`src/rtl/keypad_pkg.sv`:
```
// rtl/keypad_pkg.sv - keypad encoder constants, FSM states and key map (KEYPAD_ABORT_EN adds '*' abort)
package keypad_pkg;

    localparam logic [1:0] CMD_NONE   = 2'b00;
    localparam logic [1:0] CMD_ARM    = 2'b01;
    localparam logic [1:0] CMD_DISARM = 2'b10;
    localparam logic [1:0] CMD_ABORT  = 2'b11;

    localparam logic [1:0] SCAN         = 2'd0;
    localparam logic [1:0] DEBOUNCE     = 2'd1;
    localparam logic [1:0] EMIT         = 2'd2;
    localparam logic [1:0] WAIT_RELEASE = 2'd3;

    typedef enum logic [1:0] {
        KEY_IGNORE = 2'd0,
        KEY_DIGIT  = 2'd1,
        KEY_CMD    = 2'd2
    } key_kind_t;

    typedef struct packed {
        key_kind_t  kind;
        logic [3:0] value;
    } key_t;

    // value carries the digit for KEY_DIGIT and the command code (low bits) for KEY_CMD
    function automatic key_t key_map(input logic [1:0] row, input logic [1:0] col);
        key_t k;
        k.kind  = KEY_IGNORE;
        k.value = 4'd0;
        case ({row, col})
            4'h0: k = '{KEY_DIGIT, 4'd1};
            4'h1: k = '{KEY_DIGIT, 4'd2};
            4'h2: k = '{KEY_DIGIT, 4'd3};
            4'h3: k = '{KEY_CMD, {2'b00, CMD_ARM}};
            4'h4: k = '{KEY_DIGIT, 4'd4};
            4'h5: k = '{KEY_DIGIT, 4'd5};
            4'h6: k = '{KEY_DIGIT, 4'd6};
            4'h7: k = '{KEY_CMD, {2'b00, CMD_DISARM}};
            4'h8: k = '{KEY_DIGIT, 4'd7};
            4'h9: k = '{KEY_DIGIT, 4'd8};
            4'hA: k = '{KEY_DIGIT, 4'd9};
`ifdef KEYPAD_ABORT_EN
            4'hC: k = '{KEY_CMD, {2'b00, CMD_ABORT}};
`else
            4'hC: k = '{KEY_IGNORE, 4'd0};
`endif
            4'hD: k = '{KEY_DIGIT, 4'd0};
            default: k = '{KEY_IGNORE, 4'd0};
        endcase
        return k;
    endfunction

endpackage

```
`src/rtl/keypad_encoder_if.sv`:
```
// rtl/keypad_encoder_if.sv - command/digit interface from keypad encoder to the security FSM
interface keypad_encoder_if;
    logic [1:0] command;
    logic [3:0] digit;
    logic       input_digit;

    modport master (output command, output digit, output input_digit);
    modport slave  (input  command, input  digit, input  input_digit);
endinterface

```
`src/rtl/keypad_sync.sv`:
```
// rtl/keypad_sync.sv - two-flop synchroniser for asynchronous inputs
module keypad_sync #(
    parameter int               WIDTH     = 4,
    parameter logic [WIDTH-1:0] RESET_VAL = '0
) (
    input  logic             clk,
    input  logic             reset,
    input  logic [WIDTH-1:0] d,
    output logic [WIDTH-1:0] q
);

    logic [WIDTH-1:0] meta;

    always_ff @(posedge clk) begin
        if (reset) begin
            meta <= RESET_VAL;
            q    <= RESET_VAL;
        end else begin
            meta <= d;
            q    <= meta;
        end
    end

endmodule

```
`src/rtl/keypad_encoder.sv`:
```
// rtl/keypad_encoder.sv - 4x4 keypad scanner/debouncer emitting command pulses and digit strobes
module keypad_encoder
    import keypad_pkg::*;
#(
    parameter int SCAN_DIV     = 1000,
    parameter int DEBOUNCE_CNT = 4
) (
    input  logic             clk,
    input  logic             reset,
    input  logic [3:0]       row_in,
    output logic [3:0]       col_out,
    output logic             busy,
    keypad_encoder_if.master cmd_bus
);

    localparam int DIV_W = (SCAN_DIV > 1) ? $clog2(SCAN_DIV) : 1;
    localparam int CNT_W = $clog2(DEBOUNCE_CNT + 1);

    logic [DIV_W-1:0] div_cnt;
    logic             tick;
    logic [3:0]       rs;
    logic [1:0]       state;
    logic [1:0]       col;
    logic [1:0]       cap_row;
    logic [1:0]       low_row;
    logic [CNT_W-1:0] match_cnt;
    logic [CNT_W-1:0] rel_cnt;
    key_t             cap_key;

    keypad_sync #(
        .WIDTH    (4),
        .RESET_VAL(4'hF)
    ) u_row_sync (
        .clk  (clk),
        .reset(reset),
        .d    (row_in),
        .q    (rs)
    );

    assign tick = (div_cnt == DIV_W'(SCAN_DIV - 1));
    assign busy = (state != SCAN);

    // Lowest-index low row wins when several rows share the driven column.
    always_comb begin
        low_row = 2'd3;
        if (!rs[2]) low_row = 2'd2;
        if (!rs[1]) low_row = 2'd1;
        if (!rs[0]) low_row = 2'd0;
    end

    assign cap_key = key_map(cap_row, col);

    always_ff @(posedge clk) begin
        if (reset) begin
            div_cnt             <= '0;
            state               <= SCAN;
            col                 <= 2'd0;
            col_out             <= 4'b1110;
            cap_row             <= 2'd0;
            match_cnt           <= '0;
            rel_cnt             <= '0;
            cmd_bus.command     <= CMD_NONE;
            cmd_bus.digit       <= 4'd0;
            cmd_bus.input_digit <= 1'b0;
        end else begin
            div_cnt             <= tick ? '0 : div_cnt + 1'b1;
            cmd_bus.command     <= CMD_NONE;
            cmd_bus.input_digit <= 1'b0;
            case (state)
                SCAN: begin
                    if (tick) begin
                        if (rs != 4'hF) begin
                            cap_row   <= low_row;
                            match_cnt <= CNT_W'(1);
                            state     <= DEBOUNCE;
                        end else begin
                            col     <= col + 2'd1;
                            col_out <= {col_out[2:0], col_out[3]};
                        end
                    end
                end
                DEBOUNCE: begin
                    if (tick) begin
                        if (!rs[cap_row]) begin
                            match_cnt <= match_cnt + 1'b1;
                            // The pulse is registered on entry so it coincides with the EMIT cycle.
                            if (match_cnt == CNT_W'(DEBOUNCE_CNT - 1)) begin
                                state <= EMIT;
                                case (cap_key.kind)
                                    KEY_DIGIT: begin
                                        cmd_bus.input_digit <= 1'b1;
                                        cmd_bus.digit       <= cap_key.value;
                                    end
                                    KEY_CMD:  cmd_bus.command <= cap_key.value[1:0];
                                    default:  ;
                                endcase
                            end
                        end else begin
                            col     <= col + 2'd1;
                            col_out <= {col_out[2:0], col_out[3]};
                            state   <= SCAN;
                        end
                    end
                end
                EMIT: begin
                    rel_cnt <= '0;
                    state   <= WAIT_RELEASE;
                end
                WAIT_RELEASE: begin
                    if (tick) begin
                        if (rs == 4'hF) begin
                            rel_cnt <= rel_cnt + 1'b1;
                            if (rel_cnt == CNT_W'(DEBOUNCE_CNT - 1)) begin
                                col     <= col + 2'd1;
                                col_out <= {col_out[2:0], col_out[3]};
                                state   <= SCAN;
                            end
                        end else begin
                            rel_cnt <= '0;
                        end
                    end
                end
                default: state <= SCAN;
            endcase
        end
    end

endmodule

```
`src/flat_wrapper.sv`:
```
// flat-port wrapper written by rule: the top's interface ports become plain ports
module keypad_encoder_flat import keypad_pkg::*;
#(
    parameter int SCAN_DIV     = 1000,
    parameter int DEBOUNCE_CNT = 4
)
  (clk, reset, row_in, col_out, busy, cmd_bus_command, cmd_bus_digit, cmd_bus_input_digit);
  keypad_encoder_if cmd_bus_i ();
  input  logic clk;
  input  logic reset;
  input  logic [3:0] row_in;
  output logic [3:0] col_out;
  output logic busy;
  output wire logic [$bits(cmd_bus_i.command)-1:0] cmd_bus_command;
  output wire logic [$bits(cmd_bus_i.digit)-1:0] cmd_bus_digit;
  output wire logic [$bits(cmd_bus_i.input_digit)-1:0] cmd_bus_input_digit;
  assign cmd_bus_command = cmd_bus_i.command;
  assign cmd_bus_digit = cmd_bus_i.digit;
  assign cmd_bus_input_digit = cmd_bus_i.input_digit;
  keypad_encoder #(.SCAN_DIV(SCAN_DIV), .DEBOUNCE_CNT(DEBOUNCE_CNT)) u_core (.clk(clk), .reset(reset), .row_in(row_in), .col_out(col_out), .busy(busy), .cmd_bus(cmd_bus_i));
endmodule
```
`config.mk`:
```
export PLATFORM = sky130hd
export DESIGN_NAME = keypad_encoder_flat
export DESIGN_NICKNAME = d
export VERILOG_FILES = /design/src/rtl/keypad_pkg.sv /design/src/rtl/keypad_encoder_if.sv /design/src/rtl/keypad_sync.sv /design/src/rtl/keypad_encoder.sv /design/src/flat_wrapper.sv
export SDC_FILE = /design/constraint.sdc
export NUM_CORES = 1
export LEC_CHECK = 0
export ABC_AREA = 1
export BUFFER_PORTS_ARGS = -buffer_cell sky130_fd_sc_hd__buf_2
export CORE_ASPECT_RATIO = 0.8
export CORE_UTILIZATION = 62
export CTS_CLUSTER_DIAMETER = 120
export DETAILED_ROUTE_END_ITERATION = 10
export GPL_TIMING_DRIVEN = 0
export PLACE_DENSITY = 0.8
export SLEW_MARGIN = 0
export SYNTH_ARGS = -nofsm -noshare
export SYNTH_HDL_FRONTEND = slang
export SYNTH_HIERARCHICAL = 1
export SYNTH_SLANG_ARGS = --single-unit
```
`constraint.sdc`:
```
create_clock -name clk -period 2.5 [get_ports clk]
set_input_delay 0.5 -clock clk [delete_from_list [all_inputs] [get_ports clk]]
set_output_delay 0.5 -clock clk [all_outputs]
set_load 0.01 [all_outputs]
```
==> results of run 1 <==
worst reg2reg max path, delay by kind of cell (launching register included):
family / cells / cell delay (ns)
compound gates: 1 / 0.17
simple gates: 6 / 0.90
fa+ha+maj: 1 / 0.18
flops: 1 / 0.36
sequential cells by signal (all words and copies together), names as in the netlist, named ones only:
register	flops
u_core/div_cnt	10
u_core/cmd_bus.digit	4
u_core/col_out	4
u_core/u_row_sync/meta	4
u_core/u_row_sync/q	4
u_core/match_cnt	3
u_core/rel_cnt	3
u_core/cap_row	2
u_core/cmd_bus.command	2
u_core/col	2
u_core/cmd_bus.input_digit	1
u_core/state	1
per-layer routing:
metal / routed length [µm] / vias up / share of wire / global-route usage
met5: 0 / - / 0 / 0
met1: 1850 / 752 / 0.51 / 0.322
met2: 1550 / 34 / 0.43 / 0.396
met3: 151 / 8 / 0.042 / 0.0674
met4: 54 / 0 / 0.015 / 0.109
li1: - / 890 / - / -
kinds of logic after synthesis:
family                   after synthesis
AO/OA/AOI/OAI                         27
adder cells (fa/ha/maj)               10
buffers and inverters                 46
flip-flops                            41
AND/OR/NAND/NOR                      143
report_power, final:
part,leakage (nW),total [mW],switching (mW),internal [mW]
Clock,0.0433,0.432,0.214,0.218
Sequential,0.333,0.668,0.00555,0.663
Combinational,0.663,0.0429,0.0294,0.0136
Total,1.04,1.14,0.248,0.894
synthesized netlist by cell type:
cell	instances
inv_2	7
nand3_2	4
dfxtp_1	41
or2_0	3
buf_4	1
and3_1	1
nor3_4	2
clkbuf_1	2
and2_1	2
nor4_1	1
ha_1	10
nor2_4	2
or2_2	1
nand2_2	3
nor3b_1	3
nand2_1	63
nand3_1	12
a21oi_1	14
a21oi_2	1
nand4_2	1
nor2_2	3
nor3_1	6
o21ai_0	7
nor4_4	1
a211oi_1	2
inv_1	36
nor2_1	30
o21ai_1	3
nand4_1	5
stage by stage:
step / total power, mW / instances / util
2_1_floorplan: 0.713 / 267 / -
3_3_place_gp: 0.724 / 322 / 0.729
3_5_place_dp: 0.726 / 322 / 0.729
4_1_cts: 1.16 / 329 / 0.760
5_1_grt: 1.20 / 329 / 0.760
6_report: 1.14 / 329 / 0.760
worst paths after layout:
path | from | end | slack, ns | cells past startpoint
setup / recovery | u_core/div_cnt[0] | u_core/cmd_bus.digit[3] | 0.79 | 8
hold / removal | row_in[3] | u_core/u_row_sync/meta[3] | 0.38 | 3
setup reg to reg | u_core/div_cnt[0] | u_core/cmd_bus.digit[3] | 0.79 | 8
hold reg to reg | u_core/u_row_sync/meta[2] | u_core/u_row_sync/q[2] | 0.41 | 2
layout make-up:
cell class / count / area, µm²
Buffer: 3 / 15.0
Clock buffer: 6 / 82.6
Clock inverter: 1 / 7.51
Fill cell: 239 / 694
Inverter: 43 / 161
Multi-Input combinational cell: 180 / 978
Sequential cell: 41 / 821
Tap cell: 38 / 47.5
Timing Repair Buffer: 17 / 85.1
==> results_dict.tcl, run 1 <==
set metrics [dict create \
    synthesis.nets 283 \
    io_pins 18 \
    dr.pass1.iters 4 \
    clk_pin_slew_ns 0.08 \
    relSlewSlack 0.697 \
    synth_top_area_frac 0.415 \
    drt-total-wl_um 3610 \
    crit_top_cell "nor2_1" \
    cts-resized-gates 0 \
    critPathBufInv 0 \
    worstHoldPathType "primary input to flop" \
    cts_buffers 5 \
    hold_buffers 0 \
    io_buffers 17 \
    grt_first_pass_wirelength_um 6300 \
    tightest_slew_ns 0.455 \
    drcViolationCount 0 \
    start_util 0.683 \
    fin_setup_tns_ns 0 \
    path_class "flop to flop" \
    die_h_um 52.5 \
    vdd_ir_drop_max_mv 0.562 \
    cts_buffer_depth 2 \
    die_area_mm2 0.00342 \
    startpoint_type "flop" \
    postSynthAreaPerCell_um2 7.40 \
    gp_congestion 0.865 \
    rows 17 \
    hold_violations 0 \
    final_layout_size_suffix_gt1_frac 0.172 \
    drv_cap 0 \
    grt_pass1_vias 1443 \
    place_ws_ns 0.710 \
    arrival_ns 1.89 \
    synth_cells 267 \
    post_cts_buffers 0 \
    final-setup-viol-count 0 \
    hpwl_um 2710 \
    synthAdderAreaFrac 0.0633 \
    synth_area_mm2 0.00198 \
    crit_family "simple AND/OR/NAND/NOR gates" \
    clock_skew_ns 0.00699 \
    seq_area_frac_synth 0.415 \
    worst_path_largest_cell_delay_ns 0.36 \
    yosys_warnings 6 \
    synth.distinct_cells 29 \
    cts.sinks 41 \
    synthMuxAreaShare 0 \
    antenna_found_initial 0 \
    via_per_inst 5.12 \
    yosys-top-cells-area "dfxtp_1 (42%), nand2_1 (12%), inv_1 (6.8%)" \
    detail-route-antenna-nets 0 \
    p_per_area_mw_per_mm2 520 \
    outcome "complete, no violations" \
    synth-xor-area-share 0 \
    cts_tree "yes" \
    leakagePower_nw 1.04 \
    fmax_ghz 0.584 \
    cp_slowest_cell "dfxtp_1" \
    nNetsFinal 307 \
    wl_per_cell_um 11.0 \
    drt_iter0_markers 80 \
    timing.hold.ws_ns 0.384 \
    crit_chain "ha_1, nand2_1, nor2_1, nand3_2, nor3_4, nand2_2, o21ai_1, nor2_1" \
    final_common_cell "nand2_1" \
    die_x_um 65.1 \
    fp.coreArea_mm2 0.00289 \
    synth_area_leader_cell "dfxtp_1" \
    grt_max_degree 13 \
    crit_path_end_kind "flop" \
    synth-compound-area-share 0.0728 \
    clk_root_buffer_cell "clkbuf_8" \
    area_growth_pct 11.3 \
    synth_top_family_by_area "simple AND/OR/NAND/NOR gates" \
    grt_usage 0.250 \
    min_period_ns 1.71 \
    cp_max_fo 7 \
    htree_levels 2 \
    layout_common_cells "nand2_1 (63), dfxtp_1 (41), inv_1 (36)" \
    yosys_register_bits 41 \
    grt-ovfl-total 0 \
    slew_violations 0 \
    rsz0062_at_grt "no" \
    n_antenna_cell 0 \
    final_cell_area_mm2 0.00220 \
    num_vias 1684 \
    worstSkewPairLatency_ns 0.29 \
    yosys.area_share.simple 0.359 \
    placed_cell_area_mm2 0.00211 \
    fin_ws_ns 0.788 \
    cp_data_required_time_ns 2.68 \
    finalCritPeriodShare 0.685 \
]
No activity file was read; power rests on OpenSTA's default activity.
==> run 2, diff against run 1 <==
Settings changed: CORE_UTILIZATION 62 to 52, PLACE_DENSITY 0.8 to 0.71.
Clock period 2.5 ns to 1.5 ns, I/O delays scaled along.
==> run 2 against run 1 <==
Net effect:
- largest cell class unchanged
- the run now ends with setup timing left
- core utilization decreased by 2.6 points
- fmax increased by 13%
- sequential power increased by 66%
- critical path depth increased by 2
- largest power group unchanged
- highest routed layer unchanged
- clock skew decreased by 0.0020 ns
- routed wire length increased by 16%
==> results_dict.tcl, run 2 (same netlist as run 1, synthesis figures left out) <==
set metrics [dict create \
    final-setup-viol-count 1 \
    die_h_um 57.1 \
    crit_path_end_kind "flop" \
    leakagePower_nw 1.20 \
    fmax_ghz 0.659 \
    p_per_area_mw_per_mm2 826 \
    path_class "flop to flop" \
    multi_input_comb_area_mm2 0.00116 \
    crit_family "simple AND/OR/NAND/NOR gates" \
    drcViolationCount 0 \
    clk_pin_slew_ns 0.08 \
    place_ws_ns -0.180 \
    hold_violations 0 \
    dp.cells 326 \
    register_area_um2 851 \
    die_area_mm2 0.00405 \
    outcome "complete, but fails checks" \
    vdd_ir_drop_max_mv 0.711 \
    n_antenna_cell 0 \
    seq_power_share 0.521 \
    worstSkewPairLatency_ns 0.30 \
    grt_pass1_vias 1444 \
    worst_path_largest_cell_delay_ns 0.34 \
    p_sw_uw 459 \
    nNetsFinal 324 \
    layout_common_cells "nand2_1 (54), inv_1 (35), dfxtp_1 (25)" \
    cp_max_fo 5 \
    hpwl_um 2590 \
    crit_top_cell "nand2_2" \
    hold_end "u_core/u_row_sync/meta[2]" \
    r2r_setup_slack_ns -0.02 \
    cts_buffers 5 \
    timing.hold.ws_ns 0.170 \
    cp_slowest_cell "dfxtp_2" \
    wl_per_cell_um 11.9 \
    regMostFlops "u_core/div_cnt" \
    finalNonFillerCells 351 \
    min_period_ns 1.52 \
    hold_buffers 0 \
    drt_iter0_markers 92 \
    tightest_slew_ns 0.496 \
    critPathBufInv 3 \
    fin_setup_tns_ns -0.0168 \
    combPwrFrac 0.043 \
    path_depth 10 \
    grt_first_pass_wirelength_um 6360 \
    gp_congestion 0.892 \
    cts.sinks 41 \
    min_path_cells 3 \
    startpoint_type "flop" \
    drt-total-wl_um 4170 \
    rsz0062_at_grt "yes" \
    final_common_cell "nand2_1" \
    antenna_found_initial 0 \
    clk_root_buffer_cell "clkbuf_8" \
    grt_max_degree 14 \
    crit_chain "buf_6, inv_4, nand2_2, nand3_2, nand2_2, nand2_4, nor2_4, buf_4, nand2_1, nor4_1" \
    io_pins 18 \
    arrival_ns 1.70 \
    num_vias 1785 \
    final_layout_size_suffix_gt1_frac 0.359 \
    cts_buffer_depth 2 \
    detail-route-antenna-nets 0 \
    dr.pass1.iters 6 \
    via_per_inst 5.09 \
    fin_ws_ns -0.0168 \
    timing.rr.start "u_core/cap_row[0]" \
    grt_usage 0.205 \
    r2r-end "u_core/cmd_bus.input_digit" \
    start_util 0.562 \
    p_clk_frac 0.436 \
    finalCritPeriodShare 1.01 \
    hold_start "row_in[2]" \
    clock_skew_ns 0.00495 \
    worstHoldPathType "primary input to flop" \
    rows 19 \
    largest_reg_flops 10 \
    reg2regPathDepth 10 \
    cts_tree "yes" \
    slew_violations 0 \
    die_x_um 70.9 \
    cp_data_required_time_ns 1.68 \
    violations "setup timing" \
    fill_cells 260 \
    fp.coreArea_mm2 0.00352 \
    relSlewSlack 0.669 \
    drv_cap 0 \
    io_buffers 17 \
    swShare 0.215 \
    grt-ovfl-total 0 \
    p_int_mw 1.67 \
    area_growth_pct 30.7 \
    htree_levels 2 \
]
run 2: changes by cell type in the layout (fill, tap and decap cells not counted), moves of 4 or more:
cell     before  now
nand2_1      63   54
dfxtp_4       0    4
nor2_4        2    7
dfxtp_1      41   25
nor2_1       30   24
buf_4         1   15
nand2_2       3    9
dfxtp_2       0   12
run 2: area by class of cell:
type,count,area share
Sequential cell,41,0.329
Clock buffer,6,0.0320
Timing Repair Buffer,34,0.0828
Tap cell,42,0.0203
Buffer,3,0.00727
Clock inverter,2,0.0145
Multi-Input combinational cell,180,0.450
Inverter,43,0.0635
run 2: tightest hold or removal path, stage by stage:
cell and delay [ns]:
buf_2 0.07, inv_1 0.03, nand2_1 0.04
run 2: timing repair:
item,4_1_cts,5_1_grt
buffers inserted,5,11
gates cloned,0,1
pin swaps,8,20
gates resized for setup,20,46
setup endpoints to repair,32,25
run 2: worst max path at each step:
stage / from / endpoint / slack [ns]
finish: u_core/cap_row[0] / u_core/cmd_bus.input_digit / -0.02
global route: u_core/div_cnt[0] / u_core/cmd_bus.digit[2] / -0.11
CTS: u_core/div_cnt[5] / u_core/rel_cnt[2] / -0.003
detailed placement: u_core/div_cnt[0] / u_core/col_out[0] / -0.18
global placement: u_core/div_cnt[0] / u_core/col_out[0] / -0.15
floorplan: u_core/div_cnt[0] / u_core/cmd_bus.digit[3] / 0.07
run 2: metrics by stage:
stage | util | power, mW | cell area (µm²)
finish | 0.734 | 2.13 | 2580
global route | 0.734 | 2.22 | 2580
CTS | 0.666 | 2.15 | 2340
detailed placement | 0.601 | 1.21 | 2110
global placement | 0.601 | 1.21 | 2110
floorplan | - | 1.19 | 1980
run 2: power by group through the flow:
| stage | logic (mW) | registers [mW] | clock network (mW) |
|---|---|---|---|
| 2_1_floorplan | 0.0510 | 1.14 | 0 |
| 3_3_place_gp | 0.0694 | 1.14 | 0 |
| 3_5_place_dp | 0.0713 | 1.14 | 0 |
| 4_1_cts | 0.0767 | 1.12 | 0.956 |
| 5_1_grt | 0.104 | 1.11 | 1.01 |
| 6_report | 0.0920 | 1.11 | 0.931 |
run 2: layer usage:
metal  vias up  part of all wire  GRT usage  wire length, µm
li1        927                 -          -                -
met1       825              0.49      0.276             2030
met2        28              0.47      0.299             1950
met3         5             0.032     0.0760              134
met4         0             0.012     0.0800               51
met5         -                 0          0                0
==> run 3, diff against run 2 <==
Settings changed: CORE_UTILIZATION 52 to 62, PLACE_DENSITY 0.71 to 0.8, TNS_END_PERCENT set to 100.
Clock period 1.5 ns to 1.85 ns, I/O delays scaled along.
==> run 3 against run 2 <==
Net effect:
- the flow now finishes without violations
- clock-buffer cell count unchanged
- register-to-register slack improved by 0.18 ns
- routed wire length shrank 14%
==> results_dict.tcl, run 3 (same netlist as run 1, synthesis figures left out) <==
set metrics [dict create \
    regMostFlops "u_core/div_cnt" \
    timing.hold.ws_ns 0.254 \
    cts.sinks 41 \
    num_vias 1674 \
    drcViolationCount 0 \
    via_per_inst 5.09 \
    hold_buffers 0 \
    rows 17 \
    clock_skew_ns 0.00710 \
    startpoint_type "flop" \
    n_antenna_cell 0 \
    wl_per_cell_um 11.0 \
    worst_path_largest_cell_delay_ns 0.36 \
    cts_buffer_depth 2 \
    dr.pass1.iters 4 \
    leakagePower_nw 1.04 \
    grt-ovfl-total 0 \
    nNetsFinal 307 \
    die_area_mm2 0.00342 \
    critPathBufInv 0 \
    worstHoldPathType "primary input to flop" \
    die_h_um 52.5 \
    grt_first_pass_wirelength_um 6300 \
    cts-resized-gates 0 \
    finalPower_mw 1.54 \
    crit_chain "ha_1, nand2_1, nor2_2, nand3_4, nor3_4, nand2_2, o21ai_1, nor2_1" \
    detail-route-antenna-nets 0 \
    largest_reg_flops 10 \
    finalCritPeriodShare 0.914 \
    cp_max_fo 7 \
    p_per_area_mw_per_mm2 699 \
    clk_pin_slew_ns 0.07 \
    final-setup-viol-count 0 \
    fmax_ghz 0.592 \
    final_layout_size_suffix_gt1_frac 0.175 \
    gp_congestion 0.865 \
    io_buffers 17 \
    die_x_um 65.1 \
    grt_usage 0.250 \
    fill_cells 236 \
    hpwl_um 2710 \
    tightest_slew_ns 0.463 \
    min_period_ns 1.69 \
    layout_common_cells "nand2_1 (63), dfxtp_1 (41), inv_1 (36)" \
    grt_pass1_vias 1443 \
    cp_data_required_time_ns 2.03 \
    drt-total-wl_um 3610 \
    grt_max_degree 13 \
    slew_violations 0 \
    final_common_cell "nand2_1" \
    crit_family "simple AND/OR/NAND/NOR gates" \
    io_pins 18 \
    arrival_ns 1.87 \
    crit_path_end_kind "flop" \
    fp.coreArea_mm2 0.00289 \
    final_core_util 0.763 \
    vdd_ir_drop_max_mv 0.761 \
    area_growth_pct 11.8 \
    drv_cap 0 \
    cp_slowest_cell "dfxtp_1" \
    drt_iter0_markers 90 \
    cts_tree "yes" \
    start_util 0.683 \
    outcome "complete, no violations" \
    relSlewSlack 0.692 \
    post_cts_buffers 0 \
    htree_levels 2 \
    worstSkewPairLatency_ns 0.29 \
    cts_buffers 5 \
    clk_root_buffer_cell "clkbuf_8" \
    hold_violations 0 \
    antenna_found_initial 0 \
    path_class "flop to flop" \
]
run 3: final cells by class:
| cell class | instances | area (µm²) | area share |
|---|---|---|---|
| multi-input combinational | 180 | 988 | 0.448 |
| sequential | 41 | 821 | 0.372 |
| inverter | 43 | 161 | 0.0731 |
| timing repair buffer | 17 | 85.1 | 0.0385 |
| clock buffer | 6 | 82.6 | 0.0374 |
| tap | 38 | 47.5 | 0.0215 |
| buffer | 3 | 15.0 | 0.00680 |
| clock inverter | 1 | 7.51 | 0.00340 |
run 3: routing by layer:
| layer | share of wire | global-route usage | up-vias |
|---|---|---|---|
| met3 | 0.048 | 0.0674 | 8 |
| met5 | 0 | 0 | - |
| met4 | 0.015 | 0.109 | 0 |
| li1 | - | - | 890 |
| met2 | 0.43 | 0.396 | 38 |
| met1 | 0.50 | 0.322 | 738 |
run 3: metrics by stage:
stage	TNS, ns	instance area [µm²]	setup WS, ns	instances
finish	0	2210	0.160	329
global route	-0.0146	2210	-0.0146	329
CTS	0	2200	0.153	329
detailed placement	0	2110	0.187	322
global placement	0	2110	0.181	322
floorplan	0	1980	0.417	267
run 3: where the power goes:
| group | leakage (nW) | total (mW) | internal [mW] | switching (mW) |
|---|---|---|---|---|
| Combinational | 0.667 | 0.0581 | 0.0183 | 0.0398 |
| Clock | 0.0433 | 0.582 | 0.295 | 0.287 |
| Sequential | 0.333 | 0.903 | 0.896 | 0.00756 |
run 3: worst paths after layout:
kind / start / end / slack [ns] / cells after the start
worst max-delay path: u_core/div_cnt[0] / u_core/cmd_bus.digit[3] / 0.16 / 8
worst min-delay path: row_in[3] / u_core/u_row_sync/meta[3] / 0.25 / 3
worst max register to register: u_core/div_cnt[0] / u_core/cmd_bus.digit[3] / 0.16 / 8
worst min register to register: u_core/u_row_sync/meta[2] / u_core/u_row_sync/q[2] / 0.41 / 2
run 3: worst min-delay path, stage by stage:
cell and delay, ns:
buf_2 0.07, inv_1 0.03, nand2_1 0.04
